**src/rtl/bfly_pair_stage.sv**
```systemverilog
// rtl/bfly_pair_stage.sv - radix-2 butterfly pairing consecutive complex vectors
//
// Pairs consecutive accepted input vectors as operands A and B and registers
// per-lane sign-extended sums and differences for the downstream saturation
// stage.
//
// Ports:
//   clk         system clock, rising edge
//   rst_n       asynchronous active-low reset
//   din_valid   input vector valid this cycle
//   sync        frame resync: the current/next accepted vector becomes A
//   din_R/Q     DEPTH lanes x DIN_WIDTH signed, lane i at [i*DIN_WIDTH +: DIN_WIDTH]
//   dout_valid  registered results valid (drives saturation en)
//   dout_R_add/R_sub/Q_add/Q_sub  DEPTH lanes x WIDTH signed results
//   pair_drop   one-cycle pulse when a held A operand is discarded by sync
//   pair_cnt    emitted-pair count, wraps modulo 2^CNT_WIDTH
module bfly_pair_stage #(
  parameter int DIN_WIDTH = 13,
  parameter int WIDTH     = 14,
  parameter int DEPTH     = 4,
  parameter int CNT_WIDTH = 16
) (
  input  logic                       clk,
  input  logic                       rst_n,
  input  logic                       din_valid,
  input  logic                       sync,
  input  logic [DEPTH*DIN_WIDTH-1:0] din_R,
  input  logic [DEPTH*DIN_WIDTH-1:0] din_Q,
  output logic                       dout_valid,
  output logic [DEPTH*WIDTH-1:0]     dout_R_add,
  output logic [DEPTH*WIDTH-1:0]     dout_R_sub,
  output logic [DEPTH*WIDTH-1:0]     dout_Q_add,
  output logic [DEPTH*WIDTH-1:0]     dout_Q_sub,
  output logic                       pair_drop,
  output logic [CNT_WIDTH-1:0]       pair_cnt
);

  typedef enum logic {
    WAIT_A = 1'b0,
    WAIT_B = 1'b1
  } state_t;

  state_t state, state_nxt;
  logic   capture_a;
  logic   emit;
  logic   drop;

  logic [DEPTH*DIN_WIDTH-1:0] a_R;
  logic [DEPTH*DIN_WIDTH-1:0] a_Q;

  logic [DEPTH*WIDTH-1:0] r_add, r_sub, q_add, q_sub;

  always_ff @(posedge clk or negedge rst_n) begin
    if (!rst_n) begin
      state <= WAIT_A;
    end else begin
      state <= state_nxt;
    end
  end

  // sync takes priority over pairing: a vector arriving with sync always
  // starts a new pair instead of completing the held one.
  always_comb begin
    state_nxt = state;
    capture_a = 1'b0;
    emit      = 1'b0;
    drop      = 1'b0;
    case (state)
      WAIT_A: begin
        if (din_valid) begin
          capture_a = 1'b1;
          state_nxt = WAIT_B;
        end
      end
      WAIT_B: begin
        if (sync) begin
          drop = 1'b1;
          if (din_valid) begin
            capture_a = 1'b1;
            state_nxt = WAIT_B;
          end else begin
            state_nxt = WAIT_A;
          end
        end else if (din_valid) begin
          emit      = 1'b1;
          state_nxt = WAIT_A;
        end
      end
      default: begin
        state_nxt = WAIT_A;
      end
    endcase
  end

  // One extra bit of headroom means neither sum nor difference can overflow.
  for (genvar i = 0; i < DEPTH; i++) begin : g_lane
    logic [DIN_WIDTH-1:0] ar, aq, br, bq;
    logic [WIDTH-1:0]     ar_x, aq_x, br_x, bq_x;
    assign ar   = a_R[i*DIN_WIDTH +: DIN_WIDTH];
    assign aq   = a_Q[i*DIN_WIDTH +: DIN_WIDTH];
    assign br   = din_R[i*DIN_WIDTH +: DIN_WIDTH];
    assign bq   = din_Q[i*DIN_WIDTH +: DIN_WIDTH];
    assign ar_x = {{(WIDTH-DIN_WIDTH){ar[DIN_WIDTH-1]}}, ar};
    assign aq_x = {{(WIDTH-DIN_WIDTH){aq[DIN_WIDTH-1]}}, aq};
    assign br_x = {{(WIDTH-DIN_WIDTH){br[DIN_WIDTH-1]}}, br};
    assign bq_x = {{(WIDTH-DIN_WIDTH){bq[DIN_WIDTH-1]}}, bq};
    assign r_add[i*WIDTH +: WIDTH] = ar_x + br_x;
    assign r_sub[i*WIDTH +: WIDTH] = ar_x - br_x;
    assign q_add[i*WIDTH +: WIDTH] = aq_x + bq_x;
    assign q_sub[i*WIDTH +: WIDTH] = aq_x - bq_x;
  end

  always_ff @(posedge clk or negedge rst_n) begin
    if (!rst_n) begin
      a_R        <= '0;
      a_Q        <= '0;
      dout_valid <= 1'b0;
      dout_R_add <= '0;
      dout_R_sub <= '0;
      dout_Q_add <= '0;
      dout_Q_sub <= '0;
      pair_drop  <= 1'b0;
      pair_cnt   <= '0;
    end else begin
      dout_valid <= emit;
      pair_drop  <= drop;
      if (capture_a) begin
        a_R <= din_R;
        a_Q <= din_Q;
      end
      // Results hold between pairs so the downstream stage sees stable data.
      if (emit) begin
        dout_R_add <= r_add;
        dout_R_sub <= r_sub;
        dout_Q_add <= q_add;
        dout_Q_sub <= q_sub;
        pair_cnt   <= pair_cnt + 1'b1;
      end
    end
  end

endmodule

```
**config.mk**
```make
export PLATFORM = sky130hd
export DESIGN_NAME = bfly_pair_stage
export DESIGN_NICKNAME = d
export VERILOG_FILES = /design/src/rtl/bfly_pair_stage.sv
export SDC_FILE = /design/constraint.sdc
export NUM_CORES = 1
export LEC_CHECK = 0
export ABC_AREA = 1
export BUFFER_PORTS_ARGS = -buffer_cell sky130_fd_sc_hd__clkbuf_2
export CELL_PAD_IN_SITES_DETAIL_PLACEMENT = 0
export CELL_PAD_IN_SITES_GLOBAL_PLACEMENT = 1
export CORE_ASPECT_RATIO = 2
export CORE_MARGIN = 2
export CORE_UTILIZATION = 45
export DETAILED_ROUTE_END_ITERATION = 8
export PLACE_DENSITY_LB_ADDON = 0.1
export SYNTH_ARGS = -nofsm -noshare
export SYNTH_HDL_FRONTEND = slang
export SYNTH_SLANG_ARGS = --single-unit
export TNS_END_PERCENT = 5
```
**constraint.sdc**
```tcl
create_clock -name clk -period 4.3 [get_ports clk]
set_clock_uncertainty 0.15 [all_clocks]
set_input_delay 0.86 -clock clk [delete_from_list [all_inputs] [get_ports clk]]
set_output_delay 0.86 -clock clk [all_outputs]
set_load 0.05 [all_outputs]
```
==> flow_summary.ini <==
[yosys]
syn_inst = 3564
synth_commonest_cells = 1,097 x nand2_1, 478 x inv_1, 339 x dfrtp_1
synth-seq-cells = 339
ys_warn_count = 0
yosysMostFrequentCell = nand2_1
ys_seq_area_share_pct = 34.60
async_flop_share_pct = 100.0
ys_types = 38
ys_top_cells_by_area = dfrtp_1 35%, nand2_1 17%, ha_1 11%
synth_edf_count = 0
synthDominantCellAreaShare_pct = 34.60
synth-main-ff-cell = dfrtp_1
yosysTopAreaCell = dfrtp_1
syn_avg_cell_area_um2 = 6.879
synth_fp_nets = 3899
synthesis.area_um2 = 24520

[layout]
drive_gt1_share_pct = 11.43
nets = 4144
final_cell_area_um2 = 27720
syn2layout_area_growth_pct = 13.07
antenna_cells = 0

[drt]
viasPerCell = 5.220
vias = 23540
routed_wl_mm = 83.99
firstDrtPassIters = 7
drtIter0Drc = 1372
wire_per_inst_um = 18.63
drc_errors = 0
postRouteAntennaNets = 0

[floorplanning]
die-area_um2 = 56480
fp.dieH_um = 334.1
ios = 350
start_util_pct = 45.24
die_width_um = 169.1
core_um2 = 54200
rows = 121

[run]
max-cap-violations = 0

[power_and_ir_drop]
power_density_nw_per_um2 = 750.4
vdd_drop_max_uv = 646.0
p_leak_nw = 15.47

[worst_setup_path]
crit_path_frequent_cell = o21ai_0
critical_path.cell_chain = clkbuf_2 > inv_1 > ha_1 > nand2_8 > inv_6 > buf_4 > o21ai_0 > o21ai_0
critPathCaptureType = flop
start_kind = input pin
worst_ep_required_time_ns = 4.63
crit_type = in -> reg
cpMaxStageDelayCell = inv_6
slowest_delay_ns = 0.52
crit_buf_inv = 4
crit_family = buffers and inverters
cp_max_fo = 61
cp.arrival_ns = 2.86

[global_routing]
grt_max_degree = 105
overflow = 0
grt_usage_pct = 29.66
first_global_vias = 24240
grt_first_pass_wirelength_mm = 130.6
grt_antenna_before_repair = 2

[placement]
place_area_um2 = 26530
port_buffers = 349
place_congestion = 1.005
place_hpwl_mm = 66.56

[sta]
tightest_slew_ns = 0.8231
max_freq_mhz = 396.5
slew_viol_final = 0
post-route-period-util_pct = 58.65
final_hold_viol_count = 0
setup-tns-final_ns = 0
slew_headroom_pct = 45.13
setup_viol = 0
rsz0062_at_grt = no
layout_min_cycle_time_ns = 2.522

[clock_network]
cts_made_buffers = 37
cts_tree = done
htreeDepth = 2
clk_pin_slew_ns = 0.07
cts-hold-fix-buffers = 0
clock-sinks = 339
cts_resized = 0
clk_path_buf_depth = 3
post_cts_buffers = 0
clk_latency_ns = 0.57
cts_root_buf = clkbuf_16

[run_status]
status = completed

[hold_path]
hold_class = in -> async
==> worst register-to-register path: stages, from the launching register on <==
cell and delay (ns):
dfrtp_1 0.35, inv_1 0.06, ha_1 0.18, inv_1 0.13, fa_1 0.42, inv_1 0.10
o21ai_2 0.33, inv_1 0.12, o21ai_0 0.19, nand2_1 0.08, nand3_1 0.09, nand2_1 0.05
==> state kept, by name (all words and copies together), names as in the netlist <==
register and cells:
pair_drop 1, dout_Q_add 55, state 1, dout_valid 1, dout_R_add 56, a_R 52
pair_cnt 16, dout_R_sub 52, dout_Q_sub 53, a_Q 52
==> report_power, final <==
group          total, mW  leakage, nW  switching [mW]  internal, mW
registers           5.55         4.03            1.04          4.51
clock network       3.28        0.590            1.40          1.88
logic               12.0         10.9            9.04          2.93
==> metrics by stage <==
stage | power (mW) | worst slack (ns) | util (%) | cells | hold WS [ns]
after floorplan | 14.12 | 2.004 | - | 3564 | 0.3687
after global placement | 17.44 | 1.215 | 48.95 | 4446 | 0.3127
after detailed placement | 17.55 | 1.195 | 48.95 | 4446 | 0.3165
after CTS | 20.93 | 1.775 | 51.15 | 4509 | 0.1874
after global routing | 22.22 | 1.607 | 51.15 | 4509 | 0.1855
final | 20.80 | 1.778 | 51.15 | 4509 | 0.1303
==> cell families (layout without fill, tap and decap cells) <==
group	after synthesis	count (layout)	synth area share [%]
XOR/XNOR	32	32	1.143
AO/OA/AOI/OAI	477	477	10.43
adder cells (fa/ha/maj)	227	227	12.07
flip-flops	339	339	34.60
AND/OR/NAND/NOR	1850	1850	31.07
buffers and inverters	639	908	10.69
==> area by class of cell <==
class / count / area [um2]
Clock buffer: 53 / 1089
Clock inverter: 10 / 106.4
Fill cell: 5625 / 26480
Inverter: 479 / 1803
Multi-Input combinational cell: 2586 / 13440
Sequential cell: 339 / 8483
Tap cell: 676 / 845.8
Timing Repair Buffer: 366 / 1959
==> routing by layer <==
| layer | GRT usage, % | wire (um) | vias to the layer above |
|---|---|---|---|
| li1 | - | - | 11720 |
| met1 | 29.30 | 29280 | 10900 |
| met2 | 56.16 | 44130 | 682 |
| met3 | 6.237 | 5017 | 225 |
| met4 | 17.37 | 5527 | 4 |
| met5 | 0 | 23 | - |
==> cells in the final DEF (no fill, tap or decap), types with 16 or more instances in the layout <==
| master | count |
|---|---|
| nand3_1 | 297 |
| inv_1 | 478 |
| o21ai_1 | 25 |
| nor2_1 | 337 |
| and2_1 | 18 |
| nand4_1 | 66 |
| fa_1 | 16 |
| o21ai_0 | 145 |
| ha_1 | 211 |
| o21bai_1 | 36 |
| dfrtp_1 | 339 |
| a21oi_1 | 235 |
| xor2_1 | 30 |
| nand2_1 | 1097 |
| clkbuf_16 | 39 |
| nor3_1 | 20 |
| clkbuf_2 | 348 |
==> path summary, 6_finish.rpt <==
| path | depth (start not counted) | slack, ns | from | endpoint |
|---|---|---|---|---|
| setup / recovery | 8 | 1.78 | sync | dout_R_sub[4] |
| hold / removal | 1 | 0.13 | rst_n | dout_Q_sub[36] |
| setup reg to reg | 11 | 1.97 | a_Q[26] | dout_Q_sub[34] |
| hold reg to reg | 2 | 0.32 | dout_R_add[29] | dout_R_add[29] |
| max in group asynchronous | 2 | 2.84 | rst_n | dout_Q_sub[21] |
| min in group clk | 2 | 0.32 | dout_R_add[29] | dout_R_add[29] |
Note: power is estimated with default switching activity, not from simulation.
